[config.mk]
export PLATFORM = sky130hd
export DESIGN_NAME = voice_allocator
export DESIGN_NICKNAME = d
export VERILOG_FILES = /design/src/rtl/voice_pkg.sv /design/src/rtl/voice_allocator_slot.sv /design/src/rtl/voice_allocator.sv
export SDC_FILE = /design/constraint.sdc
export NUM_CORES = 1
export LEC_CHECK = 0
export CAP_MARGIN = 20
export CORE_MARGIN = 4
export CORE_UTILIZATION = 45
export CTS_CLUSTER_DIAMETER = 80
export DETAILED_ROUTE_END_ITERATION = 10
export GPL_ROUTABILITY_DRIVEN = 0
export GPL_TIMING_DRIVEN = 0
export PLACE_DENSITY = 0.77
export SLEW_MARGIN = 20
export SYNTH_ARGS = -nofsm -noshare
export SYNTH_HDL_FRONTEND = slang
export SYNTH_SLANG_ARGS = --single-unit
export TNS_END_PERCENT = 5
[constraint.sdc]
create_clock -name clk_i -period 25.9 [get_ports clk_i]
set_input_delay 6.475 -clock clk_i [delete_from_list [all_inputs] [get_ports clk_i]]
set_output_delay 6.475 -clock clk_i [all_outputs]
set_load 0.01 [all_outputs]
[src/rtl/voice_pkg.sv]
// Shared types for the polyphonic voice allocator: FSM states, sizing
// constants and the per-voice record held by each voice_slot.
package voice_pkg;

   typedef enum logic [1:0] {IDLE, SCAN, ISSUE} state_t;

   localparam int MAX_VOICES   = 8;
   localparam int AGE_W        = 8;
   localparam int VOICE_FCCW_W = 30;

   typedef struct packed {
      logic                    held;
      logic [7:0]              code;
      logic [VOICE_FCCW_W-1:0] fccw;
      logic [AGE_W-1:0]        age;
   } voice_t;

endpackage

[src/rtl/voice_allocator_slot.sv]
// One voice's bookkeeping: held flag, key code, fccw and a saturating age
// that counts allocations made to other voices since this one was loaded.
module voice_slot
   import voice_pkg::*;
(
   input  logic                    clk_i,
   input  logic                    reset_i,
   input  logic                    load_i,
   input  logic                    release_i,
   input  logic                    age_inc_i,
   input  logic [7:0]              code_i,
   input  logic [VOICE_FCCW_W-1:0] fccw_i,
   output voice_t                  rec_o
);

   voice_t rec_q, rec_d;

   always_comb begin
      rec_d = rec_q;
      if (load_i) begin
         rec_d.held = 1'b1;
         rec_d.code = code_i;
         rec_d.fccw = fccw_i;
         rec_d.age  = '0;
      end else begin
         if (release_i)
            rec_d.held = 1'b0;
         if (age_inc_i && rec_q.age != '1)
            rec_d.age = rec_q.age + AGE_W'(1);
      end
   end

   always_ff @(posedge clk_i or posedge reset_i) begin
      if (reset_i) rec_q <= '0;
      else         rec_q <= rec_d;
   end

   assign rec_o = rec_q;

endmodule

[src/rtl/voice_allocator.sv]
// Assigns key make/break events to voices: scans one voice per cycle, then
// issues a start (retrigger/free/oldest/steal) or a release in one cycle.
module voice_allocator
   import voice_pkg::*;
#(
   parameter int NUM_VOICES = 4,
   parameter int FCCW_W     = VOICE_FCCW_W
) (
   input  logic                         clk_i,
   input  logic                         reset_i,
   input  logic                         key_valid_i,
   output logic                         key_ready_o,
   input  logic                         key_make_i,
   input  logic [7:0]                   key_code_i,
   input  logic [FCCW_W-1:0]            key_fccw_i,
   input  logic                         all_off_i,
   input  logic [NUM_VOICES-1:0]        voice_idle_i,
   output logic [NUM_VOICES-1:0]        voice_start_o,
   output logic [NUM_VOICES-1:0]        voice_release_o,
   output logic [NUM_VOICES*FCCW_W-1:0] voice_fccw_o,
   output logic [NUM_VOICES-1:0]        voice_held_o
);

   localparam int IDX_W = $clog2(NUM_VOICES);
   localparam logic [IDX_W-1:0] LAST_IDX = IDX_W'(NUM_VOICES - 1);

   typedef struct packed {
      logic             found;
      logic [IDX_W-1:0] idx;
   } match_t;

   typedef struct packed {
      logic             found;
      logic [IDX_W-1:0] idx;
      logic [AGE_W-1:0] age;
   } pick_t;

   state_t                state_q;
   logic [IDX_W-1:0]      idx_q;
   logic                  make_q;
   logic [7:0]            code_q;
   logic [FCCW_W-1:0]     fccw_q;
   match_t                hit_q, hit_d, rel_q, rel_d, free_q, free_d;
   pick_t                 oldn_q, oldn_d, oldh_q, oldh_d;
   logic [NUM_VOICES-1:0] start_q, release_q, load, rel, age_inc;
   voice_t                rec [NUM_VOICES];
   logic                  cur_held, last, tgt_ok;
   logic [7:0]            cur_code;
   logic [AGE_W-1:0]      cur_age;
   logic [IDX_W-1:0]      tgt;

   always_comb begin
      cur_held = rec[idx_q].held;
      cur_code = rec[idx_q].code;
      cur_age  = rec[idx_q].age;
      hit_d    = hit_q;
      rel_d    = rel_q;
      free_d   = free_q;
      oldn_d   = oldn_q;
      oldh_d   = oldh_q;
      if (cur_code == code_q && cur_held && !hit_q.found)
         hit_d = '{1'b1, idx_q};
      if (cur_code == code_q && !cur_held && !rel_q.found)
         rel_d = '{1'b1, idx_q};
      if (!cur_held && voice_idle_i[idx_q] && !free_q.found)
         free_d = '{1'b1, idx_q};
      // strict compare keeps the lowest index on equal ages
      if (!cur_held && (!oldn_q.found || cur_age > oldn_q.age))
         oldn_d = '{1'b1, idx_q, cur_age};
      if (cur_held && (!oldh_q.found || cur_age > oldh_q.age))
         oldh_d = '{1'b1, idx_q, cur_age};

      tgt_ok = !hit_d.found;
      if (rel_d.found)       tgt = rel_d.idx;
      else if (free_d.found) tgt = free_d.idx;
      else if (oldn_d.found) tgt = oldn_d.idx;
      else                   tgt = oldh_d.idx;

      last = (state_q == SCAN) && (idx_q == LAST_IDX);
      for (int i = 0; i < NUM_VOICES; i++) begin
         load[i]    = last && make_q && tgt_ok && (tgt == IDX_W'(i)) && !all_off_i;
         age_inc[i] = last && make_q && tgt_ok && (tgt != IDX_W'(i)) && !all_off_i;
         rel[i]     = all_off_i ? rec[i].held
                    : (last && !make_q && hit_d.found && hit_d.idx == IDX_W'(i));
      end
   end

   always_ff @(posedge clk_i or posedge reset_i) begin
      if (reset_i) begin
         state_q   <= IDLE;
         idx_q     <= '0;
         make_q    <= 1'b0;
         code_q    <= '0;
         fccw_q    <= '0;
         hit_q     <= '0;
         rel_q     <= '0;
         free_q    <= '0;
         oldn_q    <= '0;
         oldh_q    <= '0;
         start_q   <= '0;
         release_q <= '0;
      end else begin
         start_q   <= load;
         release_q <= rel;
         if (all_off_i) begin
            state_q <= IDLE;
         end else begin
            case (state_q)
               IDLE: if (key_valid_i) begin
                  make_q  <= key_make_i;
                  code_q  <= key_code_i;
                  fccw_q  <= key_fccw_i;
                  idx_q   <= '0;
                  hit_q   <= '0;
                  rel_q   <= '0;
                  free_q  <= '0;
                  oldn_q  <= '0;
                  oldh_q  <= '0;
                  state_q <= SCAN;
               end
               SCAN: begin
                  hit_q  <= hit_d;
                  rel_q  <= rel_d;
                  free_q <= free_d;
                  oldn_q <= oldn_d;
                  oldh_q <= oldh_d;
                  idx_q  <= idx_q + 1'b1;
                  if (idx_q == LAST_IDX) state_q <= ISSUE;
               end
               default: state_q <= IDLE;
            endcase
         end
      end
   end

   assign key_ready_o     = (state_q == IDLE) && !all_off_i;
   assign voice_start_o   = start_q;
   assign voice_release_o = release_q;

   for (genvar g = 0; g < NUM_VOICES; g++) begin : g_slot
      voice_slot u_slot (
         .clk_i     (clk_i),
         .reset_i   (reset_i),
         .load_i    (load[g]),
         .release_i (rel[g]),
         .age_inc_i (age_inc[g]),
         .code_i    (code_q),
         .fccw_i    (VOICE_FCCW_W'(fccw_q)),
         .rec_o     (rec[g])
      );
      assign voice_fccw_o[g*FCCW_W +: FCCW_W] = FCCW_W'(rec[g].fccw);
      assign voice_held_o[g]                  = rec[g].held;
   end

endmodule
==> flow_summary.json <==
{
  "crit_path_end_kind": "primary output",
  "maxCapViolCount": 0,
  "dp_hpwl_um": 19930,
  "die_y_um": 175.4,
  "numCtsBuffers": 30,
  "crit_path_start_kind": "input pin",
  "min_delay_worst_endpoint": "g_slot[1].u_slot.rec_o[43]",
  "holdBufCountCts": 0,
  "grt_max_degree": 107,
  "diodes": 0,
  "vias": 8035,
  "coreArea_um2": 27710,
  "drt-total-wl_um": 28930,
  "syn_area_um2": 12610,
  "hold_viol_final": 0,
  "die_width_um": 175.4,
  "drc": 0,
  "htreeDepth": 1,
  "rsz0062_at_grt": "no",
  "cts_tree": "yes",
  "drive_above_1_share": 0.3118,
  "r2r-start": "idx_q[1]",
  "grt_pass1_vias": 8794,
  "fmax_mhz": 69.75,
  "required_ns": 19.42,
  "root_buffer": "clkbuf_16",
  "grtUsageTotal": 0.1898,
  "yosysSeqAreaShare": 0.5360,
  "powerDensity_nw_per_um2": 74.35,
  "cts_buffer_depth": 3,
  "arrival_ns": 7.86,
  "cellLeakagePower_nw": 7.653,
  "fin_tns_setup_ns": 0,
  "fin_skew_ns": 0.007902,
  "syn-instance-count": 974,
  "std_cell_rows": 61,
  "reg2reg_depth": 16,
  "clock_latency_ns": 0.55,
  "detail-route-antenna-nets": 0,
  "vias_per_cell": 5.063,
  "nets": 1255,
  "cts.sinks": 270,
  "synth_edf_count": 0,
  "grt_pass1_wl_um": 47110,
  "synthesis.nets": 1042,
  "grt.overflow.total": 0,
  "cts_setup_buffers": 0,
  "port_buffers": 179,
  "hold_class": "reg2reg",
  "hp-start": "g_slot[1].u_slot.rec_o[43]",
  "wl_per_cell_um": 18.23,
  "ys_warn_count": 0,
  "cts_resized": 0,
  "crit_type": "in2out",
  "synth_seq_cells": 270,
  "die-area_um2": 30750,
  "area_growth_pct": 27.35,
  "post-route-min-period_ns": 14.34,
  "slew_headroom": 0.3511,
  "ys_types": 55,
  "crit_path_max_fanout": 5,
  "path_buf_inv": 2,
  "initial_core_util": 0.4550,
  "slowest_stage": "clkdlybuf4s50_1",
  "yosys_most_used_dff": "dfrtp_1",
  "vdd_drop_max_v": 0.00005599,
  "drtIter0Drc": 366,
  "synth_area_per_cell_um2": 12.94,
  "maxSlewViolCount": 0,
  "finalSetupViolations": 0,
  "worstMarginPinSlew_ns": 0.9734,
  "num-fill-cells": 2218,
  "ys_async_sr_fraction": 1.000,
  "timing.rr.end": "g_slot[0].u_slot.rec_o[43]",
  "rrSetupSlack_ns": 20.27,
  "outcome": "finished, final reports clean",
  "slowest_delay_ns": 0.60,
  "cp_top_family": "buffers and inverters",
  "whs_path_depth": 1,
  "path_cells": "clkdlybuf4s50_1, nor3_1, clkdlybuf4s50_1",
  "cp_common_cell": "clkdlybuf4s50_1",
  "io_pins": 180,
  "finalCritPeriodShare": 0.5536,
  "antenna_found_initial": 0,
  "drt_first_pass_iters": 4,
  "final_util": 0.5795,
  "clk_pin_slew_ns": 0.06
}
-- Yosys cell counts, types with 12 or more instances --
cell / number / area (µm²)
buf_2: 16 / 80.08
a22o_1: 21 / 183.9
xor2_1: 12 / 105.1
mux2_1: 40 / 450.4
xnor2_1: 22 / 192.7
mux2_2: 153 / 1723
ha_1: 21 / 262.8
buf_4: 126 / 945.9
mux4_2: 17 / 382.9
inv_1: 26 / 97.59
dfrtp_1: 270 / 6756
nor2_1: 53 / 198.9
a21oi_1: 14 / 70.07
nand2_1: 26 / 97.59
nor3_1: 15 / 75.07
-- routing by layer --
| layer | vias to the layer above | track usage | share of wire |
|---|---|---|---|
| met2 | 215 | 0.3250 | 0.49 |
| li1 | 3727 | - | - |
| met3 | 39 | 0.06802 | 0.084 |
| met1 | 4054 | 0.2346 | 0.41 |
| met4 | 0 | 0.03732 | 0.019 |
| met5 | - | 0 | 0 |
-- sequential cells by signal, indices dropped and copies added, names as in the netlist, 4 cells and up --
signal,cells
voice_start_o,4
fccw_q,30
code_q,8
voice_release_o,4
g_slot.u_slot.rec_o,188
oldh_q,11
oldn_q,11
-- how the worst max path moves through the flow --
stage | startpoint | end | slack [ns] | cells past startpoint
global route | all_off_i | key_ready_o | 11.51 | 3
floorplan | reset_i | code_q[0] | 11.99 | 1
CTS | all_off_i | key_ready_o | 11.56 | 3
finish | all_off_i | key_ready_o | 11.56 | 3
global placement | reset_i | g_slot[2].u_slot.rec_o[39] | 8.57 | 2
detailed placement | all_off_i | key_ready_o | 11.57 | 3
-- cells in the final DEF (no fill, tap or decap), types with 5 or more instances in the layout --
master / netlist / routed
a32o_1: 5 / 5
clkbuf_8: 0 / 6
xnor2_1: 22 / 22
clkbuf_1: 11 / 16
clkbuf_16: 0 / 31
a21oi_1: 14 / 14
ha_1: 21 / 21
mux2_2: 153 / 153
nor2_1: 53 / 53
buf_6: 6 / 6
inv_1: 26 / 25
and2_1: 6 / 6
mux4_2: 17 / 17
buf_2: 16 / 16
buf_4: 126 / 126
and3_1: 10 / 10
nor3_1: 15 / 15
o21ai_0: 10 / 10
clkdlybuf4s50_1: 0 / 179
a22o_1: 21 / 21
nand3_1: 11 / 11
xor2_1: 12 / 12
nand2_1: 26 / 26
bufinv_16: 0 / 7
dfrtp_1: 270 / 270
a21o_1: 7 / 7
buf_1: 5 / 5
mux2i_1: 10 / 10
mux2_1: 40 / 40
nand4_1: 11 / 11
-- through the flow --
step | cells | hold slack (ns) | power, W | setup WS [ns] | cell area, µm²
2_1_floorplan | 974 | 0.4524 | 0.0006378 | 11.99 | 12610
3_3_place_gp | 1531 | 0.4622 | 0.0007173 | 8.569 | 14870
6_report | 1587 | 0.4792 | 0.001194 | 11.56 | 16050
5_1_grt | 1587 | 0.5052 | 0.001247 | 11.51 | 16050
4_1_cts | 1587 | 0.4834 | 0.001205 | 11.56 | 16050
3_5_place_dp | 1533 | 0.4700 | 0.0007252 | 11.57 | 14930
-- worst register-to-register path, delay by kind of cell, from the launching register on --
kind | cells | cell delay, ns
adder cells (fa/ha/maj) | 1 | 0.32
AO/OA/AOI/OAI | 6 | 1.59
multiplexers | 2 | 0.82
AND/OR/NAND/NOR | 1 | 0.22
flip-flops | 1 | 0.35
buffers and inverters | 6 | 2.23
-- where the power goes --
part / internal, W / switching, W / total (W) / leakage, nW
logic: 0.000120 / 0.0000908 / 0.000210 / 3.44
clock network: 0.000304 / 0.000172 / 0.000476 / 0.542
registers: 0.000467 / 0.0000409 / 0.000508 / 3.67
-- final cells by class --
| cell class | instances | area, µm² | share of cell area |
|---|---|---|---|
| plain buffers | 164 | 1154 | 0.07186 |
| clock buffers | 42 | 877.1 | 0.05463 |
| clock inverters | 12 | 244.0 | 0.01520 |
| inverters | 26 | 105.1 | 0.006547 |
| multi-input cells | 514 | 4598 | 0.2864 |
| flip-flops and latches | 270 | 6756 | 0.4209 |
| well taps | 378 | 473.0 | 0.02946 |
| repair buffers | 181 | 1847 | 0.1150 |
-- cells by family (layout without fill, tap and decap cells) --
group                      count (synthesis)  after routing  share of synthesized area
and+or+nand+nor                          154            154                    0.06025
AOI/OAI and AO/OA                         85             85                    0.04933
adders and majority gates                 21             21                    0.02084
buffers and inverters                    190            425                    0.09926
muxes                                    220            220                     0.2107
DFF                                      270            270                     0.5360
xor gates and xnor gates                  34             34                    0.02362
Note: power is estimated with default switching activity, not from simulation.
